===== src/rtl/vga_pkg.sv =====
// Shared types and the region-decode helper for the VGA timing generator.
package vga_pkg;

    typedef struct packed {
        logic [7:0] r;
        logic [7:0] g;
        logic [7:0] b;
    } rgb_t;

    typedef enum logic [0:0] {
        WAIT = 1'b0,
        RUN  = 1'b1
    } state_t;

    // Half-open window test: lo <= cnt < hi.
    function automatic logic in_window(input logic [31:0] cnt,
                                       input logic [31:0] lo,
                                       input logic [31:0] hi);
        return (cnt >= lo) && (cnt < hi);
    endfunction

endpackage


===== src/rtl/vga_counter.sv =====
// Enabled wrap counter 0..MAX; carry is high in the enabled cycle that wraps.
module vga_counter #(
    parameter int MAX = 1,
    parameter int W   = 1
) (
    input  logic         clk_i,
    input  logic         rst_ni,
    input  logic         en_i,
    output logic [W-1:0] cnt_o,
    output logic         carry_o
);

    localparam logic [W-1:0] MAX_C = W'(MAX);

    logic [W-1:0] cnt_q;
    logic [W-1:0] cnt_d;
    logic         at_max_s;

    // Next count and wrap carry
    always_comb begin
        at_max_s = (cnt_q == MAX_C);
        carry_o  = en_i && at_max_s;
        if (!en_i) begin
            cnt_d = cnt_q;
        end else if (at_max_s) begin
            cnt_d = '0;
        end else begin
            cnt_d = cnt_q + W'(1);
        end
    end

    // Count register
    always_ff @(posedge clk_i or negedge rst_ni) begin
        if (!rst_ni) begin
            cnt_q <= '0;
        end else begin
            cnt_q <= cnt_d;
        end
    end

    assign cnt_o = cnt_q;

endmodule


===== src/rtl/vga_timing_gen.sv =====
// VGA raster timing: free-running counters once started, registered sync/blank/RGB.
// The raster never stalls; an empty FIFO during display yields a black pixel and a sticky flag.
module vga_timing_gen
    import vga_pkg::*;
#(
    parameter int HDISP  = 800,
    parameter int VDISP  = 480,
    parameter int HFP    = 40,
    parameter int HPULSE = 48,
    parameter int HBP    = 40,
    parameter int VFP    = 13,
    parameter int VPULSE = 3,
    parameter int VBP    = 29
) (
    input  logic        CLK,
    input  logic        NRST,
    input  logic [23:0] fifo_rdata,
    input  logic        fifo_empty,
    output logic        fifo_rd,
    output logic        VGA_HS,
    output logic        VGA_VS,
    output logic        VGA_BLANK,
    output logic [7:0]  VGA_R,
    output logic [7:0]  VGA_G,
    output logic [7:0]  VGA_B,
    output logic        frame_end,
    output logic        underflow
);

    localparam int HTOTAL = HFP + HPULSE + HBP + HDISP;
    localparam int VTOTAL = VFP + VPULSE + VBP + VDISP;
    localparam int HW     = $clog2(HTOTAL);
    localparam int VW     = $clog2(VTOTAL);

    state_t        state_q;
    state_t        state_d;
    logic          run_s;
    logic [HW-1:0] hcnt_s;
    logic [VW-1:0] vcnt_s;
    logic          h_carry_s;
    logic          v_carry_s;
    logic          h_disp_s;
    logic          v_disp_s;
    logic          h_pulse_s;
    logic          v_pulse_s;
    logic          active0_s;

    logic hs_q, hs_d;
    logic vs_q, vs_d;
    logic blank_q, blank_d;
    logic frame_end_q, frame_end_d;
    logic underflow_q, underflow_d;
    rgb_t rgb_q, rgb_d;

    assign run_s = (state_q == RUN);

    // Vertical counter advances only on the horizontal wrap
    vga_counter #(.MAX(HTOTAL - 1), .W(HW)) u_hcnt (
        .clk_i   (CLK),
        .rst_ni  (NRST),
        .en_i    (run_s),
        .cnt_o   (hcnt_s),
        .carry_o (h_carry_s)
    );

    vga_counter #(.MAX(VTOTAL - 1), .W(VW)) u_vcnt (
        .clk_i   (CLK),
        .rst_ni  (NRST),
        .en_i    (h_carry_s),
        .cnt_o   (vcnt_s),
        .carry_o (v_carry_s)
    );

    // Start on the first available pixel; only reset leaves RUN
    always_comb begin
        state_d = state_q;
        case (state_q)
            WAIT: begin
                if (!fifo_empty) begin
                    state_d = RUN;
                end else begin
                    state_d = WAIT;
                end
            end
            RUN:     state_d = RUN;
            default: state_d = WAIT;
        endcase
    end

    // State register
    always_ff @(posedge CLK or negedge NRST) begin
        if (!NRST) begin
            state_q <= WAIT;
        end else begin
            state_q <= state_d;
        end
    end

    // Region decode, pop strobe and next video outputs
    always_comb begin
        h_disp_s    = in_window(32'(hcnt_s), HTOTAL - HDISP, HTOTAL);
        v_disp_s    = in_window(32'(vcnt_s), VTOTAL - VDISP, VTOTAL);
        h_pulse_s   = in_window(32'(hcnt_s), HFP, HFP + HPULSE);
        v_pulse_s   = in_window(32'(vcnt_s), VFP, VFP + VPULSE);
        active0_s   = h_disp_s && v_disp_s;
        fifo_rd     = run_s && active0_s && !fifo_empty;
        hs_d        = !(run_s && h_pulse_s);
        vs_d        = !(run_s && v_pulse_s);
        blank_d     = run_s && active0_s;
        frame_end_d = v_carry_s;
        underflow_d = underflow_q || (blank_d && fifo_empty);
        if (fifo_rd) begin
            rgb_d = fifo_rdata;
        end else begin
            rgb_d = '0;
        end
    end

    // Output stage, one cycle behind the counters
    always_ff @(posedge CLK or negedge NRST) begin
        if (!NRST) begin
            hs_q        <= 1'b1;
            vs_q        <= 1'b1;
            blank_q     <= 1'b0;
            rgb_q       <= '0;
            frame_end_q <= 1'b0;
            underflow_q <= 1'b0;
        end else begin
            hs_q        <= hs_d;
            vs_q        <= vs_d;
            blank_q     <= blank_d;
            rgb_q       <= rgb_d;
            frame_end_q <= frame_end_d;
            underflow_q <= underflow_d;
        end
    end

    assign VGA_HS    = hs_q;
    assign VGA_VS    = vs_q;
    assign VGA_BLANK = blank_q;
    assign VGA_R     = rgb_q.r;
    assign VGA_G     = rgb_q.g;
    assign VGA_B     = rgb_q.b;
    assign frame_end = frame_end_q;
    assign underflow = underflow_q;

endmodule


===== config.mk =====
export PLATFORM = sky130hd
export DESIGN_NAME = vga_timing_gen
export DESIGN_NICKNAME = d
export VERILOG_FILES = /design/src/rtl/vga_pkg.sv /design/src/rtl/vga_counter.sv /design/src/rtl/vga_timing_gen.sv
export SDC_FILE = /design/constraint.sdc
export NUM_CORES = 1
export LEC_CHECK = 0
export CAP_MARGIN = 10
export CORE_MARGIN = 5
export CORE_UTILIZATION = 48
export CTS_BUF_LIST = sky130_fd_sc_hd__clkbuf_16
export CTS_CLUSTER_DIAMETER = 60
export DETAILED_ROUTE_END_ITERATION = 8
export MAX_ROUTING_LAYER = met4
export PLACE_DENSITY_LB_ADDON = 0.2
export SKIP_CTS_REPAIR_TIMING = 1
export SYNTH_ARGS = -nofsm -noshare
export SYNTH_HDL_FRONTEND = slang
export SYNTH_SLANG_ARGS = --single-unit

===== constraint.sdc =====
create_clock -name CLK -period 2.88 [get_ports CLK]
set_input_delay 0.576 -clock CLK [delete_from_list [all_inputs] [get_ports CLK]]
set_output_delay 0.576 -clock CLK [all_outputs]
set_load 0.005 [all_outputs]

==> summary.txt <==
Placement
  – DP HPWL: roughly 3.3 mm
  – Setup WS pre-CTS: ~0.36 ns
  – Port Buf Inserts: between 50 and 60
  – Global placer's final weighted congestion: 0.8456
  – Placed inst area: around 2800 sq um

Global routing
  – Pin count of the biggest net entering global routing: 33
  – GRT Total Usage: 16.56%
  – Initial antenna violation count: 0
  – Global-route wire length before repair: between 7 and 8 mm
  – Vias in the first global route: around 1600
  – Grt ovf: 0

Setup path
  – Worst R2R Start: u_hcnt.cnt_o[0]$_DFFE_PN0P_
  – WP buf/inv: 2
  – Worst setup EP type: output pin
  – CP startpoint kind: register
  – R2R Setup Slk: 0.98 ns
  – Max FO, Critical Path: 7
  – Critical path cell sequence: inv_2, ha_1, nor2b_1, o21ai_1, a211oi_4, nor2_1, clkdlybuf4s50_1
  – CP required: about 2.3 ns
  – Slowest cell on crit path: clkdlybuf4s50_1
  – FF-to-FF path depth: 5
  – Cell type group with the largest total delay on the critical path: buffers and inverters
  – Crit Path Class: register to output pin
  – Crit Reg-Reg Endpoint: u_hcnt.cnt_o[8]$_DFFE_PN0P_
  – Crit path largest cell delay: 0.47 ns
  – Worst EP arrival: between 2 and 2.5 ns

Logic synthesis
  – Area contributors post-synth: dfrtp_1, nor3b_1, ha_1
  – Mapped Area: between 2000 and 2500 sq um
  – EDFF count, synth: 0
  – Top FF cell, synth: dfrtp_1
  – Synthesized instance count: just under 200
  – Sequential element share of the synthesized area: around 57%
  – Cell with the most instances after synthesis: dfrtp_1
  – Top cell type by total area after synthesis: dfrtp_1
  – Synth Area per Inst: roughly 11 sq um
  – Post-synth ARST share: 100.0%
  – Synthesized net count: 226
  – Yosys Warn Count: 0
  – Distinct cells, synth: 41
  – Yosys top cell area share: a little over half
  – Post-synthesis register bit count: 50
  – Synth cell count leaders: dfrtp_1, nor3b_1, nand2_1

Floorplan
  – Initial core utilization: 50.06%
  – Core region area: ~4400 sq um
  – Rows: 24
  – Chip height: 77.85 um
  – I/O Pins: 57
  – Die width: approximately 80 um
  – Die area: roughly 6100 sq um

Finish
  – Layout area overhead: 36.01%
  – # diodes: 0
  – Layout cells sized above 1: about a tenth
  – Final Cell Area: between 3000 and 4000 sq um
  – Final layout net count: approximately 290

Timing
  – Fmax: around 370 MHz
  – Final setup margin: 0.2097 ns
  – Crit share post-route: between 90% and 100%
  – Final Slew Violations: 0
  – RSZ-0062 raised after global routing: false
  – Final Skew: ~0.0055 ns
  – Relative slew slack: about 54%
  – Worst-margin pin slew: around 0.7 ns
  – Period minus WS final: between 2 and 3 ns
  – Final Setup Violations: 0
  – Setup TNS: 0 ns
  – Fin. Hold Viols: 0

Clock network
  – Clock root buffer master: clkbuf_16
  – CTS tree: built
  – Clock buffer depth: 2
  – CTS H-tree lvls: 2
  – Num CTS Buffers: 5
  – Worst skew pair latency: 0.29 ns
  – Clk sinks: 50
  – Reg clk slew, reported paths: ~0.060 ns

Detailed routing
  – DR vias/cell: 5.320
  – Drt total wl: roughly 4.6 mm
  – Wire length per cell: approximately 15 um
  – Initial DRC Count: 88
  – Post-route DRC: 0
  – Drt first pass iters: 4
  – Routed vias: 1628
  – Antenna Nets Post-Route: 0

Min path
  – Hold Crit Class: input port to asynchronous set/reset pin

Power
  – Pwr dens: approximately 600 nW/um^2
  – Static Leakage: 1.262 nW
  – Worst VDD drop: around 0.42 mV
  – Design Power: ~1.8 mW

Job
  – Number of max-cap violations: 0

Outcome
  – Status: finished clean
-- state kept, by name (all words and copies together) (netlist names) --
| signal | count |
|---|---|
| VGA_R | 8 |
| run_s | 1 |
| u_hcnt.cnt_o | 10 |
| underflow | 1 |
| VGA_VS | 1 |
| VGA_G | 8 |
| VGA_HS | 1 |
| VGA_B | 8 |
| VGA_BLANK | 1 |
| frame_end | 1 |
| u_vcnt.cnt_o | 10 |
-- metrics by stage --
| step | hold slack [ns] | utilization [%] | cells |
|---|---|---|---|
| floorplan | 0.2804 | - | 194 |
| global placement | 0.4571 | 63.66 | 298 |
| detailed placement | 0.4609 | 63.66 | 298 |
| CTS | 0.3588 | 68.06 | 306 |
| global route | 0.3990 | 68.08 | 306 |
| finish | 0.3271 | 68.08 | 306 |
-- where the power goes --
| part | leakage (nW) | internal [mW] | switching, mW |
|---|---|---|---|
| combinational | 0.497 | 0.120 | 0.124 |
| clock | 0.0940 | 0.499 | 0.249 |
| sequential | 0.672 | 0.759 | 0.0641 |
-- metal layers --
layer / part of all wire, % / up-vias / wire length, um / GRT usage (%)
li1: - / 791 / - / -
met1: 46 / 780 / 2123 / 21.78
met4: 1.4 / 0 / 63 / 5.670
met2: 45 / 51 / 2048 / 24.62
met3: 7.4 / 6 / 338 / 4.630
met5: 0 / - / 0 / -
-- cell type report --
cell class	count	area [sq um]
fillers	354	1409
flip-flops and latches	50	1255
multi-input cells	128	872.1
repair buffers	61	593.1
clock buffers	5	125.1
clock inverters	3	68.82
well taps	52	65.06
inverters	7	26.28
-- worst max-delay path by stage --
stage,startpoint,endpoint,depth (start not counted)
2_1_floorplan,u_vcnt.cnt_o[0]$_DFFE_PN0P_,fifo_rd,7
5_1_grt,u_vcnt.cnt_o[1]$_DFFE_PN0P_,fifo_rd,7
6_report,u_vcnt.cnt_o[0]$_DFFE_PN0P_,fifo_rd,7
3_3_place_gp,u_vcnt.cnt_o[0]$_DFFE_PN0P_,fifo_rd,7
4_1_cts,u_vcnt.cnt_o[0]$_DFFE_PN0P_,fifo_rd,7
3_5_place_dp,u_vcnt.cnt_o[0]$_DFFE_PN0P_,fifo_rd,7
-- cells by family after synthesis --
group / Yosys count / synth area share (%)
and+or+nand+nor: 91 / 25.48
xor gates and xnor gates: 9 / 3.907
AOI/OAI and AO/OA: 22 / 6.796
muxes: 1 / 0.4530
adders and majority gates: 5 / 2.831
buffers and inverters: 16 / 3.794
DFF: 50 / 56.74
-- cells in the final DEF, fill, tap and decap left out, types with 7 or more instances in the layout --
cell | Yosys | layout
clkdlybuf4s50_1 | 0 | 55
dfrtp_1 | 48 | 47
nand2_1 | 14 | 14
nand3_1 | 9 | 9
nand4_1 | 7 | 7
nor2_1 | 8 | 8
nor3b_1 | 25 | 25
o21ai_0 | 10 | 9
No activity file was read; power rests on OpenSTA's default activity.
